[config.mk]
export PLATFORM = sky130hd
export DESIGN_NAME = snake_game_ctrl_flat
export DESIGN_NICKNAME = d
export VERILOG_FILES = /design/src/rtl/snake_pkg.sv /design/src/rtl/snake_game_ctrl_if.sv /design/src/rtl/snake_dir_queue.sv /design/src/rtl/snake_game_ctrl.sv /design/src/flat_wrapper.sv
export SDC_FILE = /design/constraint.sdc
export NUM_CORES = 1
export LEC_CHECK = 0
export CAP_MARGIN = 5
export CORE_AREA = 2 2 71 80
export DETAILED_ROUTE_END_ITERATION = 8
export DIE_AREA = 0 0 73 82
export PLACE_DENSITY = 0.69
export SLEW_MARGIN = 20
export SYNTH_ARGS = -nofsm -noshare
export SYNTH_HDL_FRONTEND = slang
export SYNTH_SLANG_ARGS = --single-unit
[constraint.sdc]
create_clock -name CLK -period 2.7 [get_ports CLK]
set_input_delay 0.405 -clock CLK [delete_from_list [all_inputs] [get_ports CLK]]
set_output_delay 0.405 -clock CLK [all_outputs]
set_load 0.02 [all_outputs]
[src/rtl/snake_pkg.sv]
// +----------------------------------------------------------------------+
// | snake_pkg: shared state/heading encodings and movement-rate default  |
// | Revision: 1.0                                                        |
// +----------------------------------------------------------------------+
`default_nettype none

package snake_pkg;

   localparam int TICK_DIV_DEFAULT = 25000000;

   typedef enum logic [1:0] {
      ST_IDLE  = 2'd0,
      ST_RUN   = 2'd1,
      ST_PAUSE = 2'd2,
      ST_DEAD  = 2'd3
   } state_t;

   typedef enum logic [1:0] {
      D_R = 2'd0,
      D_D = 2'd1,
      D_L = 2'd2,
      D_U = 2'd3
   } dir_t;

   // Horizontal headings have bit 0 clear, vertical ones set.
   function automatic logic is_perp(dir_t a, dir_t b);
      return a[0] ^ b[0];
   endfunction

endpackage

`default_nettype wire

[src/rtl/snake_game_ctrl_if.sv]
// +----------------------------------------------------------------------+
// | snake_game_ctrl_if: command pulses in, game status/strobes out       |
// | Revision: 1.0                                                        |
// +----------------------------------------------------------------------+
`default_nettype none

interface snake_game_ctrl_if;
   logic       START;
   logic       ESC;
   logic       PAUSE;
   logic       RESUME;
   logic       DIR_U;
   logic       DIR_D;
   logic       DIR_L;
   logic       DIR_R;
   logic       DEATH;
   logic       TICK;
   logic [1:0] DIR;
   logic [1:0] STATE;
   logic       MOVE_EN;
   logic       START_FLAG;
   logic       DEATH_FLAG;
   logic       ESC_FLAG;
   logic [1:0] Q_COUNT;

   modport master (
      output START, ESC, PAUSE, RESUME, DIR_U, DIR_D, DIR_L, DIR_R, DEATH,
      input  TICK, DIR, STATE, MOVE_EN, START_FLAG, DEATH_FLAG, ESC_FLAG, Q_COUNT
   );

   modport slave (
      input  START, ESC, PAUSE, RESUME, DIR_U, DIR_D, DIR_L, DIR_R, DEATH,
      output TICK, DIR, STATE, MOVE_EN, START_FLAG, DEATH_FLAG, ESC_FLAG, Q_COUNT
   );
endinterface

`default_nettype wire

[src/rtl/snake_dir_queue.sv]
// +----------------------------------------------------------------------+
// | snake_dir_queue: 2-entry heading FIFO with push/pop/flush            |
// | Revision: 1.0                                                        |
// +----------------------------------------------------------------------+
`default_nettype none

module snake_dir_queue
   import snake_pkg::*;
(
   input  wire logic       clk,
   input  wire logic       rst,
   input  wire logic       push,
   input  wire dir_t       push_dir,
   input  wire logic       pop,
   input  wire logic       flush,
   output dir_t            head,
   output dir_t            tail,
   output logic [1:0]      count
);

   dir_t       e0_q, e0_d;
   dir_t       e1_q, e1_d;
   logic [1:0] cnt_q, cnt_d;
   logic       w_pop;
   logic       w_push;

   // A pop from empty is meaningless; a push into a full queue is only
   // legal when the same cycle frees the head slot.
   assign w_pop  = pop && (cnt_q != 2'd0);
   assign w_push = push && ((cnt_q != 2'd2) || w_pop);

   always_comb begin
      e0_d  = e0_q;
      e1_d  = e1_q;
      cnt_d = cnt_q;
      if (flush) begin
         cnt_d = 2'd0;
      end else begin
         case ({w_push, w_pop})
            2'b10: begin
               if (cnt_q == 2'd0) e0_d = push_dir;
               else               e1_d = push_dir;
               cnt_d = cnt_q + 2'd1;
            end
            2'b01: begin
               e0_d  = e1_q;
               cnt_d = cnt_q - 2'd1;
            end
            2'b11: begin
               if (cnt_q == 2'd2) begin
                  e0_d = e1_q;
                  e1_d = push_dir;
               end else begin
                  e0_d = push_dir;
               end
            end
            default: ;
         endcase
      end
   end

   always_ff @(posedge clk or posedge rst) begin
      if (rst) begin
         e0_q  <= D_R;
         e1_q  <= D_R;
         cnt_q <= 2'd0;
      end else begin
         e0_q  <= e0_d;
         e1_q  <= e1_d;
         cnt_q <= cnt_d;
      end
   end

   assign head  = e0_q;
   assign tail  = (cnt_q == 2'd2) ? e1_q : e0_q;
   assign count = cnt_q;

endmodule

`default_nettype wire

[src/rtl/snake_game_ctrl.sv]
// +----------------------------------------------------------------------+
// | snake_game_ctrl: game FSM, movement tick and buffered turn requests  |
// | Revision: 1.0                                                        |
// +----------------------------------------------------------------------+
`default_nettype none

module snake_game_ctrl
   import snake_pkg::*;
#(
   parameter int TICK_DIV = TICK_DIV_DEFAULT
)(
   input  wire logic         CLK,
   input  wire logic         RST,
   snake_game_ctrl_if.slave  bus
);

   localparam int            CW     = $clog2(TICK_DIV);
   localparam logic [CW-1:0] C_LAST = CW'(TICK_DIV - 1);

   state_t        state_q, state_d;
   dir_t          dir_q, dir_d;
   logic [CW-1:0] cnt_q, cnt_d;
   logic          sflag_q, sflag_d;
   logic          dflag_q, dflag_d;
   logic          eflag_q, eflag_d;
   logic          move_en_q, move_en_d;

   logic          q_push, q_pop, q_flush;
   dir_t          q_head, q_tail;
   logic [1:0]    q_count;

   logic          w_run;
   logic          w_tick;
   logic          w_turn;
   dir_t          w_cand;
   dir_t          w_tail_ref;

   assign w_run      = (state_q == ST_RUN);
   assign w_tick     = w_run && (cnt_q == C_LAST);
   assign w_turn     = bus.DIR_U | bus.DIR_D | bus.DIR_L | bus.DIR_R;
   assign w_cand     = bus.DIR_U ? D_U : bus.DIR_D ? D_D : bus.DIR_L ? D_L : D_R;
   assign w_tail_ref = (q_count == 2'd0) ? dir_q : q_tail;

   always_comb begin
      state_d = state_q;
      dir_d   = dir_q;
      cnt_d   = cnt_q;
      sflag_d = sflag_q;
      dflag_d = dflag_q;
      eflag_d = eflag_q;
      q_push  = 1'b0;
      q_pop   = 1'b0;
      q_flush = 1'b0;

      if (bus.START) begin
         state_d = ST_RUN;
         dir_d   = D_R;
         cnt_d   = '0;
         q_flush = 1'b1;
         sflag_d = 1'b1;
         dflag_d = 1'b0;
         eflag_d = 1'b0;
      end else if (bus.ESC) begin
         state_d = ST_IDLE;
         cnt_d   = '0;
         q_flush = 1'b1;
         sflag_d = 1'b0;
         dflag_d = 1'b0;
         eflag_d = 1'b1;
      end else if (bus.DEATH) begin
         // A death on the tick count still resets the counter without popping.
         if (w_run) begin
            state_d = ST_DEAD;
            cnt_d   = '0;
            q_flush = 1'b1;
            sflag_d = 1'b0;
            dflag_d = 1'b1;
         end
      end else begin
         if (w_run) begin
            if (w_tick) begin
               cnt_d = '0;
               if (q_count != 2'd0) begin
                  q_pop = 1'b1;
                  dir_d = q_head;
               end
            end else begin
               cnt_d = cnt_q + CW'(1);
            end
         end
         if (bus.PAUSE || bus.RESUME) begin
            if (bus.PAUSE && w_run)
               state_d = ST_PAUSE;
            else if (bus.RESUME && (state_q == ST_PAUSE))
               state_d = ST_RUN;
         end else if (w_turn && w_run && is_perp(w_cand, w_tail_ref)
                      && (q_count != 2'd2)) begin
            q_push = 1'b1;
         end
      end

      move_en_d = (state_d == ST_RUN);
   end

   always_ff @(posedge CLK or posedge RST) begin
      if (RST) begin
         state_q   <= ST_IDLE;
         dir_q     <= D_R;
         cnt_q     <= '0;
         sflag_q   <= 1'b0;
         dflag_q   <= 1'b0;
         eflag_q   <= 1'b0;
         move_en_q <= 1'b0;
      end else begin
         state_q   <= state_d;
         dir_q     <= dir_d;
         cnt_q     <= cnt_d;
         sflag_q   <= sflag_d;
         dflag_q   <= dflag_d;
         eflag_q   <= eflag_d;
         move_en_q <= move_en_d;
      end
   end

   snake_dir_queue u_queue (
      .clk      (CLK),
      .rst      (RST),
      .push     (q_push),
      .push_dir (w_cand),
      .pop      (q_pop),
      .flush    (q_flush),
      .head     (q_head),
      .tail     (q_tail),
      .count    (q_count)
   );

   assign bus.TICK       = w_tick;
   assign bus.DIR        = dir_q;
   assign bus.STATE      = state_q;
   assign bus.MOVE_EN    = move_en_q;
   assign bus.START_FLAG = sflag_q;
   assign bus.DEATH_FLAG = dflag_q;
   assign bus.ESC_FLAG   = eflag_q;
   assign bus.Q_COUNT    = q_count;

endmodule

`default_nettype wire

[src/flat_wrapper.sv]
// flat-port wrapper written by rule: the top's interface ports become plain ports
module snake_game_ctrl_flat import snake_pkg::*;
#(
   parameter int TICK_DIV = TICK_DIV_DEFAULT
)
  (CLK, RST, bus_START, bus_ESC, bus_PAUSE, bus_RESUME, bus_DIR_U, bus_DIR_D, bus_DIR_L, bus_DIR_R, bus_DEATH, bus_TICK, bus_DIR, bus_STATE, bus_MOVE_EN, bus_START_FLAG, bus_DEATH_FLAG, bus_ESC_FLAG, bus_Q_COUNT);
  snake_game_ctrl_if bus_i ();
  input  wire logic CLK;
  input  wire logic RST;
  input wire logic [$bits(bus_i.START)-1:0] bus_START;
  input wire logic [$bits(bus_i.ESC)-1:0] bus_ESC;
  input wire logic [$bits(bus_i.PAUSE)-1:0] bus_PAUSE;
  input wire logic [$bits(bus_i.RESUME)-1:0] bus_RESUME;
  input wire logic [$bits(bus_i.DIR_U)-1:0] bus_DIR_U;
  input wire logic [$bits(bus_i.DIR_D)-1:0] bus_DIR_D;
  input wire logic [$bits(bus_i.DIR_L)-1:0] bus_DIR_L;
  input wire logic [$bits(bus_i.DIR_R)-1:0] bus_DIR_R;
  input wire logic [$bits(bus_i.DEATH)-1:0] bus_DEATH;
  output wire logic [$bits(bus_i.TICK)-1:0] bus_TICK;
  output wire logic [$bits(bus_i.DIR)-1:0] bus_DIR;
  output wire logic [$bits(bus_i.STATE)-1:0] bus_STATE;
  output wire logic [$bits(bus_i.MOVE_EN)-1:0] bus_MOVE_EN;
  output wire logic [$bits(bus_i.START_FLAG)-1:0] bus_START_FLAG;
  output wire logic [$bits(bus_i.DEATH_FLAG)-1:0] bus_DEATH_FLAG;
  output wire logic [$bits(bus_i.ESC_FLAG)-1:0] bus_ESC_FLAG;
  output wire logic [$bits(bus_i.Q_COUNT)-1:0] bus_Q_COUNT;
  assign bus_i.START = bus_START;
  assign bus_i.ESC = bus_ESC;
  assign bus_i.PAUSE = bus_PAUSE;
  assign bus_i.RESUME = bus_RESUME;
  assign bus_i.DIR_U = bus_DIR_U;
  assign bus_i.DIR_D = bus_DIR_D;
  assign bus_i.DIR_L = bus_DIR_L;
  assign bus_i.DIR_R = bus_DIR_R;
  assign bus_i.DEATH = bus_DEATH;
  assign bus_TICK = bus_i.TICK;
  assign bus_DIR = bus_i.DIR;
  assign bus_STATE = bus_i.STATE;
  assign bus_MOVE_EN = bus_i.MOVE_EN;
  assign bus_START_FLAG = bus_i.START_FLAG;
  assign bus_DEATH_FLAG = bus_i.DEATH_FLAG;
  assign bus_ESC_FLAG = bus_i.ESC_FLAG;
  assign bus_Q_COUNT = bus_i.Q_COUNT;
  snake_game_ctrl #(.TICK_DIV(TICK_DIV)) u_core (.CLK(CLK), .RST(RST), .bus(bus_i));
endmodule
==> results of run 1 <==
[critical path: cells and delay by family (launching register included)]
| kind | cells | cell delay (ns) |
|---|---|---|
| AOI/OAI and AO/OA | 1 | 0.11 |
| adders and majority gates | 2 | 0.46 |
| buffers and inverters | 2 | 0.30 |
| DFF | 1 | 0.42 |
| muxes | 1 | 0.36 |
| and+or+nand+nor | 4 | 0.77 |
[worst max path at each step]
| stage | start | endpoint | cells past startpoint |
|---|---|---|---|
| final | u_core.cnt_q[0] | u_core.u_queue.e1_q[1] | 10 |
| after global routing | u_core.cnt_q[0] | u_core.u_queue.e1_q[1] | 10 |
| after CTS | u_core.cnt_q[3] | bus_TICK | 5 |
| after detailed placement | bus_DEATH | u_core.u_queue.e1_q[1] | 9 |
| after global placement | bus_DEATH | u_core.u_queue.e1_q[1] | 9 |
| after floorplan | u_core.bus.STATE[0] | u_core.u_queue.e1_q[1] | 7 |
[through the flow]
stage / power, mW / util, % / setup slack (ns) / instance area [um2]
finish: 1.10 / 52.0 / 0.183 / 2710
global route: 1.15 / 52.0 / 0.0157 / 2710
CTS: 1.11 / 51.5 / 0.0440 / 2690
detailed placement: 0.734 / 49.9 / 0.00713 / 2610
global placement: 0.734 / 49.9 / 0.0958 / 2610
floorplan: 0.681 / - / 0.370 / 2280
[power by group through the flow]
| stage | combinational (mW) | sequential, mW | clock, mW |
|---|---|---|---|
| after floorplan | 0.0597 | 0.622 | 0 |
| after global placement | 0.118 | 0.616 | 0 |
| after detailed placement | 0.118 | 0.617 | 0 |
| after CTS | 0.119 | 0.605 | 0.389 |
| after global routing | 0.130 | 0.606 | 0.416 |
| final | 0.117 | 0.605 | 0.382 |
[metal layers]
metal	track usage (%)	share of wire, %	up-vias
li1	-	-	904
met2	31.2	49	44
met1	21.7	46	876
met3	4.66	4.6	4
met5	0	0	-
met4	2.22	0.47	0
[layout by cell type, fill, tap and decap left out, types with 3 or more instances in the layout]
cell type and instances:
dfrtp_1 39, nor2_1 31, clkdlybuf4s50_1 20, nand2_1 18, inv_1 13, buf_4 13
xor2_1 12, nand3_1 10, a21oi_1 10, nand4_1 10, xnor2_1 9, o21ai_0 8
mux2i_1 5, ha_1 5, clkbuf_8 5, and4_1 4, nor3_1 4, o22ai_1 4
nor4_1 3, nor2b_1 3
[cell type report]
type / instances / area [um2]
repair buffers: 34 / 310
multi-input cells: 178 / 1220
clock buffers: 7 / 76.3
flip-flops and latches: 39 / 976
well taps: 60 / 75.1
clock inverters: 1 / 5.00
fillers: 490 / 2510
inverters: 13 / 48.8
[sequential cells by signal, indices dropped and copies added (netlist names)]
name / flops
u_core.cnt_q: 25
u_core.bus.DIR: 2
u_core.bus.STATE: 2
u_core.u_queue.count: 2
u_core.u_queue.e1_q: 2
u_core.u_queue.head: 2
u_core.bus.DEATH_FLAG: 1
u_core.bus.ESC_FLAG: 1
u_core.bus.MOVE_EN: 1
u_core.bus.START_FLAG: 1
[timing repair]
action                                  4_1_cts  5_1_grt
setup buffers                                 0        2
gates resized for setup                       0        3
endpoints found under the setup margin        0        1
[cells by family (layout without fill, tap and decap cells)]
family | count (synthesis) | after routing | synth area share (%)
adder cells (fa/ha/maj) | 5 | 5 | 2.75
multiplexers | 7 | 7 | 3.19
AO/OA/AOI/OAI | 37 | 37 | 11.9
flip-flops | 39 | 39 | 42.8
XOR/XNOR | 21 | 21 | 8.07
buffers and inverters | 20 | 55 | 3.90
AND/OR/NAND/NOR | 108 | 108 | 27.4
==> impl_metrics.json, run 1 <==
{
  "crit_slowest_cell": "dfrtp_1",
  "p_seq_share_pct": 54.8,
  "path_cells": "ha_1 > nand2_2 > nor4_4 > buf_4 > and4_1 > buf_4 > ha_1 > nand2_1 > o2111ai_2 > mux2_2",
  "cts_htree_levels": 2,
  "p_leak_nw": 1.18,
  "synth_top_area_share_pct": 42.8,
  "wirelength_um": 4840,
  "overflow": 0,
  "finalNetCount": 287,
  "hold_viol": 0,
  "power.density_nw_per_um2": 407,
  "final.setup.tns_ns": 0,
  "grt_usage_pct": 17.5,
  "r2r_cells": 10,
  "row_count": 28,
  "drtIter0Drc": 57,
  "syn_inst": 237,
  "path_class": "reg -> reg",
  "die_h_um": 82,
  "p_switching_mw": 0.278,
  "synth_area_leader_cell": "dfrtp_1",
  "synth_nets": 253,
  "vdd_ir_drop_max_mv": 0.197,
  "port-buffer-count": 21,
  "cts_tree": "done",
  "worstHoldPathType": "reg -> reg",
  "synth-seq-cells": 39,
  "hold_end": "u_core.bus.START_FLAG",
  "worst_r2r_endpoint": "u_core.u_queue.e1_q[1]",
  "seq_area_frac_synth_pct": 42.8,
  "clock.fmax_mhz": 397,
  "syn_area_um2": 2280,
  "post_synth_num_cell_types": 50,
  "dr.pass1.iters": 5,
  "synth_edf_count": 0,
  "antenna_left": 0,
  "num_io_pins": 22,
  "die_x_um": 73,
  "finClkSkew_ns": 0.00875,
  "r2r_slack_ns": 0.18,
  "antenna_found_initial": 0,
  "postCtsHoldBufs": 0,
  "path_clk_slew_ns": 0.08,
  "pwr-share-clk_pct": 34.6,
  "clock_latency_ns": 0.29,
  "synthMostInstantiatedCell": "dfrtp_1",
  "setup_viol": 0,
  "hpwl_um": 3580,
  "whs_ns": 0.480,
  "worstReg2RegStart": "u_core.cnt_q[0]",
  "rsz0062_at_grt": "false",
  "ys.flop_type": "dfrtp_1",
  "cp_max_fo": 5,
  "routed_via_density": 5.51,
  "hold_depth": 1,
  "slew_violations": 0,
  "cell_internal_pwr_mw": 0.826,
  "finish.cell_count_without_fillers": 332,
  "die_area_um2": 5990,
  "synth-async-reset-ratio_pct": 100,
  "wl_per_cell_um": 14.6,
  "maxCapViolCount": 0,
  "synth_area_leaders": "dfrtp_1 (43%), nor2_1 (5.1%), xor2_1 (4.6%)",
  "cp.required_ns": 2.89,
  "worst_setup_path_start_kind": "register",
  "cts_buffers": 5,
  "syn_avg_cell_area_um2": 9.61,
  "synth_common_cells": "dfrtp_1 (39), nor2_1 (31), nand2_1 (19)",
  "gp_congestion": 0.779,
  "drcViolationCount": 0,
  "grt_pass1_wl_um": 8280,
  "cp.arrival_ns": 2.70,
  "grt_pass1_vias": 1814,
  "sw_frac_of_total_pct": 25.2,
  "cts_buffer_depth": 2,
  "combPwrFrac_pct": 10.6,
  "area_growth_pct": 19.1,
  "drive_above_1_share_pct": 14.3,
  "hp-start": "u_core.bus.START_FLAG",
  "n_antenna_cell": 0,
  "grt_max_degree": 40,
  "core_area_um2": 5220,
  "initial_utilization_pct": 43.6,
  "relSlewSlack_pct": 66.0,
  "finalCritPeriodShare_pct": 93.2,
  "synth_warnings": 0,
  "outcome": "finished clean",
  "tightestPinTransition_ns": 0.506,
  "cpPeakStageDelay_ns": 0.42,
  "cts_root_buf": "clkbuf_8",
  "final.min_clock_period_ns": 2.52,
  "num_vias": 1828,
  "cts.sinks": 39,
  "numPlacedInstances": 322,
  "worstSetupEndpointType": "register"
}
Power figures use the tool's default switching activity.
==> run 2, diff against run 1 <==
--- a/config.mk
+++ b/config.mk
@@ -5,10 +5,9 @@
 export SDC_FILE = /design/constraint.sdc
 export NUM_CORES = 1
 export LEC_CHECK = 0
-export CAP_MARGIN = 5
-export CORE_AREA = 2 2 71 80
+export CORE_AREA = 2 2 104 56
 export DETAILED_ROUTE_END_ITERATION = 8
-export DIE_AREA = 0 0 73 82
+export DIE_AREA = 0 0 106 58
 export PLACE_DENSITY = 0.69
 export SLEW_MARGIN = 20
 export SYNTH_ARGS = -nofsm -noshare
==> run 2 against run 1 <==
Via count up 1.3%. Sequential cell count unchanged. Worst hold slack about the same. Global-route usage up 1.3 points. Die area up 2.7%. Register-to-register slack better by 0.11 ns. Clock power up 16%. First-iteration DRC count up 130%. Critical endpoint unchanged. Largest cell class unchanged.
==> impl_metrics.json, run 2 (same netlist as run 1, synthesis figures left out) <==
{
  "grt_pass1_wl_um": 8740,
  "clock_latency_ns": 0.30,
  "overflow": 0,
  "cts_buffers": 5,
  "cp.required_ns": 2.89,
  "cts.sinks": 39,
  "rsz0062_at_grt": "false",
  "relSlewSlack_pct": 65.3,
  "hpwl_um": 3990,
  "slew_violations": 0,
  "cpPeakStageDelay_ns": 0.51,
  "layout_commonest_cell": "dfrtp_1",
  "port-buffer-count": 21,
  "crit_buf_inv": 1,
  "largest_reg_flops": 25,
  "worst_setup_path_start_kind": "input pin",
  "path_clk_slew_ns": 0.08,
  "vdd_ir_drop_max_mv": 0.225,
  "p_leak_nw": 1.19,
  "grt_max_degree": 40,
  "drive_above_1_share_pct": 15.1,
  "dr.pass1.iters": 4,
  "final.setup.tns_ns": 0,
  "crit_slowest_cell": "clkdlybuf4s50_1",
  "postCtsHoldBufs": 0,
  "postCtsSetupRepairBufs": 0,
  "clock.fmax_mhz": 411,
  "num_vias": 1851,
  "cp_top_family": "simple AND/OR/NAND/NOR gates",
  "worst_path_most_repeated_cell": "nand2_1",
  "cp.arrival_ns": 2.63,
  "cts_tree": "done",
  "gp_congestion": 0.896,
  "grt_usage_pct": 18.9,
  "worstSetupEndpointType": "register",
  "routed_via_density": 5.37,
  "maxCapViolCount": 0,
  "cts_htree_levels": 2,
  "die_area_um2": 6150,
  "row_count": 19,
  "worstHoldPathType": "reg -> reg",
  "finalNetCount": 287,
  "finalCritPeriodShare_pct": 90.1,
  "outcome": "finished clean",
  "wirelength_um": 5300,
  "area_growth_pct": 20.9,
  "n_antenna_cell": 0,
  "initial_utilization_pct": 43.4,
  "path_class": "in -> reg",
  "hold_viol": 0,
  "cts_root_buf": "clkbuf_8",
  "wl_per_cell_um": 15.4,
  "grt_pass1_vias": 1628,
  "core_area_um2": 5250,
  "final.min_clock_period_ns": 2.43,
  "drcViolationCount": 0,
  "tightestPinTransition_ns": 0.516,
  "antenna_found_initial": 0,
  "whs_ns": 0.481,
  "die_h_um": 58,
  "die_x_um": 106,
  "setup_viol": 0,
  "cp_max_fo": 5,
  "num_io_pins": 22,
  "drtIter0Drc": 132,
  "finClkSkew_ns": 0.0111,
  "power.density_nw_per_um2": 424,
  "fill_cells": 498,
  "path_cells": "clkdlybuf4s50_1 > nor3_2 > nand2_1 > nor4_1 > and2_1 > ha_1 > nand2_1 > o2111ai_1 > mux2_2",
  "regMostFlops": "u_core.cnt_q",
  "antenna_left": 0,
  "cts_buffer_depth": 2,
  "final_cell_mix": "dfrtp_1 (39), nor2_1 (31), clkdlybuf4s50_1 (20), nand2_1 (19)"
}
-- run 2: routing by layer --
| layer | GRT usage [%] | routed length (um) | vias to the layer above |
|---|---|---|---|
| met1 | 33.0 | 3150 | 905 |
| met4 | 5.64 | 54 | 0 |
| met3 | 4.05 | 232 | 7 |
| met5 | 0 | 0 | - |
| li1 | - | - | 903 |
| met2 | 21.4 | 1870 | 36 |
-- run 2: final timing paths --
path | start | endpoint | slack, ns | cells past startpoint
max | bus_START | u_core.u_queue.e1_q[1] | 0.27 | 9
min | u_core.bus.START_FLAG | u_core.bus.START_FLAG | 0.48 | 1
max reg2reg | u_core.cnt_q[8] | u_core.u_queue.e1_q[1] | 0.29 | 8
min reg2reg | u_core.bus.START_FLAG | u_core.bus.START_FLAG | 0.48 | 1
max in group asynchronous | RST | u_core.cnt_q[7] | 1.81 | 3
min in group asynchronous | RST | u_core.bus.ESC_FLAG | 0.53 | 3
-- run 2: cell type report --
cell class / instances / area [um2] / area share (%)
well taps: 73 / 91.3 / 3.32
multi-input cells: 178 / 1230 / 44.6
inverters: 13 / 48.8 / 1.77
clock buffers: 8 / 100 / 3.63
repair buffers: 34 / 310 / 11.3
flip-flops and latches: 39 / 976 / 35.4
-- run 2: through the flow --
stage	power (mW)	utilization [%]	setup slack, ns	area [um2]	std cells
after floorplan	0.681	-	0.370	2280	237
after global placement	0.737	50.2	0.105	2640	337
after detailed placement	0.738	50.2	0.0114	2640	337
after CTS	1.18	52.3	0.0335	2750	345
after global routing	1.22	52.4	0.126	2750	345
final	1.17	52.4	0.266	2750	345
-- run 2: timing repair --
item,CTS,global route
setup endpoints to repair,1,1
endpoints found under the hold margin,0,0
resized for setup,2,2
-- run 2: power by group --
part           leakage [nW]  switching, mW  internal, mW  total (mW)
Sequential            0.520         0.0106         0.595       0.606
Clock                0.0515          0.208         0.233       0.442
Combinational         0.619         0.0712        0.0502       0.121
==> run 3, diff against run 2 <==
--- a/config.mk
+++ b/config.mk
@@ -5,10 +5,12 @@
 export SDC_FILE = /design/constraint.sdc
 export NUM_CORES = 1
 export LEC_CHECK = 0
+export CAP_MARGIN = 20
 export CORE_AREA = 2 2 104 56
 export DETAILED_ROUTE_END_ITERATION = 8
 export DIE_AREA = 0 0 106 58
 export PLACE_DENSITY = 0.69
+export SKIP_LAST_GASP = 1
 export SLEW_MARGIN = 20
 export SYNTH_ARGS = -nofsm -noshare
 export SYNTH_HDL_FRONTEND = slang
==> constraint.sdc (replaced) <==
create_clock -name CLK -period 2.9 [get_ports CLK]
set_input_delay 0.435 -clock CLK [delete_from_list [all_inputs] [get_ports CLK]]
set_output_delay 0.435 -clock CLK [all_outputs]
set_load 0.02 [all_outputs]
==> run 3 against run 2 <==
Worst setup slack lost 0.18 ns. Non-clock buffer count shrank 2. Global-route usage is essentially flat. Sequential cell count is the same. First-iteration DRC count grew 0.76%. Via count grew 0.22%. Design area shrank 1.6%. Count of clock-buffer cells in the layout shrank 2. Final cell count shrank 0.87%. Largest power group unchanged. Die area is the same. Register-to-register slack lost 0.09 ns. Combinational power shrank 5%.
==> impl_metrics.json, run 3 (same netlist as run 1, synthesis figures left out) <==
{
  "wl_per_cell_um": 15.8,
  "final.setup.tns_ns": 0,
  "clock.fmax_mhz": 356,
  "ff_latch_area_um2": 976,
  "largest_reg_flops": 25,
  "worstHoldPathType": "reg -> reg",
  "hold_end": "u_core.bus.START_FLAG",
  "regMostFlops": "u_core.cnt_q",
  "layout_commonest_cell": "dfrtp_1",
  "finalCritPeriodShare_pct": 97.0,
  "row_count": 19,
  "finClkSkew_ns": 0.00410,
  "initial_utilization_pct": 43.4,
  "num_vias": 1855,
  "worst_r2r_endpoint": "u_core.u_queue.e1_q[1]",
  "gp_congestion": 0.939,
  "drcViolationCount": 0,
  "path_class": "reg -> out",
  "overflow": 0,
  "worstReg2RegStart": "u_core.cnt_q[8]",
  "cts_tree": "done",
  "wirelength_um": 5390,
  "tightestPinTransition_ns": 0.556,
  "cp.arrival_ns": 2.38,
  "cp_max_fo": 5,
  "fill_cells": 460,
  "multi_input_area_um2": 1210,
  "cts_root_buf": "clkbuf_8",
  "final_area_um2": 2710,
  "core_area_um2": 5250,
  "p_leak_nw": 1.15,
  "die_x_um": 106,
  "worst_setup_path_start_kind": "register",
  "postCtsSetupRepairBufs": 0,
  "grt_pass1_wl_um": 8780,
  "antenna_found_initial": 0,
  "setup_viol": 0,
  "r2r_cells": 7,
  "final_cell_mix": "dfrtp_1 (39), nor2_1 (31), clkdlybuf4s50_1 (21), nand2_1 (19), inv_1 (13)",
  "maxCapViolCount": 0,
  "drtIter0Drc": 133,
  "relSlewSlack_pct": 62.6,
  "outcome": "finished clean",
  "postCtsHoldBufs": 0,
  "vdd_ir_drop_max_mv": 0.193,
  "final.min_clock_period_ns": 2.81,
  "path_clk_slew_ns": 0.07,
  "hold_depth": 1,
  "hpwl_um": 4080,
  "grt_pass1_vias": 1698,
  "grt_usage_pct": 18.9,
  "cts_htree_levels": 2,
  "worstSetupEndpointType": "output pin",
  "port-buffer-count": 21,
  "power.density_nw_per_um2": 391,
  "grt_max_degree": 40,
  "cts_resized": 0,
  "drive_above_1_share_pct": 13.4,
  "cts.sinks": 39,
  "die_area_um2": 6150,
  "area_growth_pct": 18.9,
  "num_io_pins": 22,
  "routed_via_density": 5.42,
  "cts_buffer_depth": 2,
  "finalNetCount": 285,
  "die_h_um": 58,
  "dr.pass1.iters": 4,
  "n_antenna_cell": 0,
  "r2r_slack_ns": 0.20,
  "hp-start": "u_core.bus.START_FLAG",
  "slew_violations": 0,
  "rsz0062_at_grt": "false",
  "hold_viol": 0,
  "cp.required_ns": 2.47,
  "clock_latency_ns": 0.30,
  "cts_buffers": 5,
  "p_total_mw": 1.06,
  "antenna_left": 0,
  "place_area_um2": 2620
}
## run 3: worst max-delay path by stage
| stage | startpoint | endpoint |
|---|---|---|
| CTS | u_core.cnt_q[8] | bus_TICK |
| global placement | bus_DEATH | u_core.u_queue.e1_q[1] |
| floorplan | u_core.bus.STATE[0] | u_core.u_queue.e1_q[1] |
| global route | u_core.cnt_q[8] | bus_TICK |
| detailed placement | bus_START | u_core.u_queue.e1_q[1] |
| finish | u_core.cnt_q[8] | bus_TICK |
## run 3: through the flow
| step | std cells | hold slack (ns) | worst slack (ns) | util, % |
|---|---|---|---|---|
| detailed placement | 335 | 0.474 | 0.134 | 49.9 |
| global route | 342 | 0.512 | 0.0278 | 51.6 |
| CTS | 342 | 0.491 | 0.136 | 51.6 |
| global placement | 335 | 0.462 | 0.261 | 49.9 |
| floorplan | 237 | 0.445 | 0.570 | - |
| finish | 342 | 0.483 | 0.0877 | 51.6 |
## run 3: cell type report
class	instances	area share, %
clock buffer	6	3.05
inverter	13	1.80
tap	73	3.37
timing repair buffer	32	10.8
clock inverter	1	0.185
sequential	39	36.0
multi-input combinational	178	44.8
## run 3: power breakdown
group / internal (mW) / switching [mW]
registers: 0.554 / 0.00905
logic: 0.0466 / 0.0685
clock network: 0.187 / 0.195
## run 3: metal layers
metal | GRT usage, % | vias up | share of wire (%)
li1 | - | 895 | -
met1 | 31.7 | 891 | 54
met2 | 23.1 | 62 | 37
met3 | 4.61 | 7 | 8.0
met4 | 4.51 | 0 | 1.1
met5 | 0 | - | 0
## run 3: critical path, cell delays in order (launching register included)
cell             delay (ns)
dfrtp_1                0.44
nor4_1                 0.46
and4_1                 0.36
nand2_2                0.11
inv_1                  0.11
clkdlybuf4s50_1        0.60
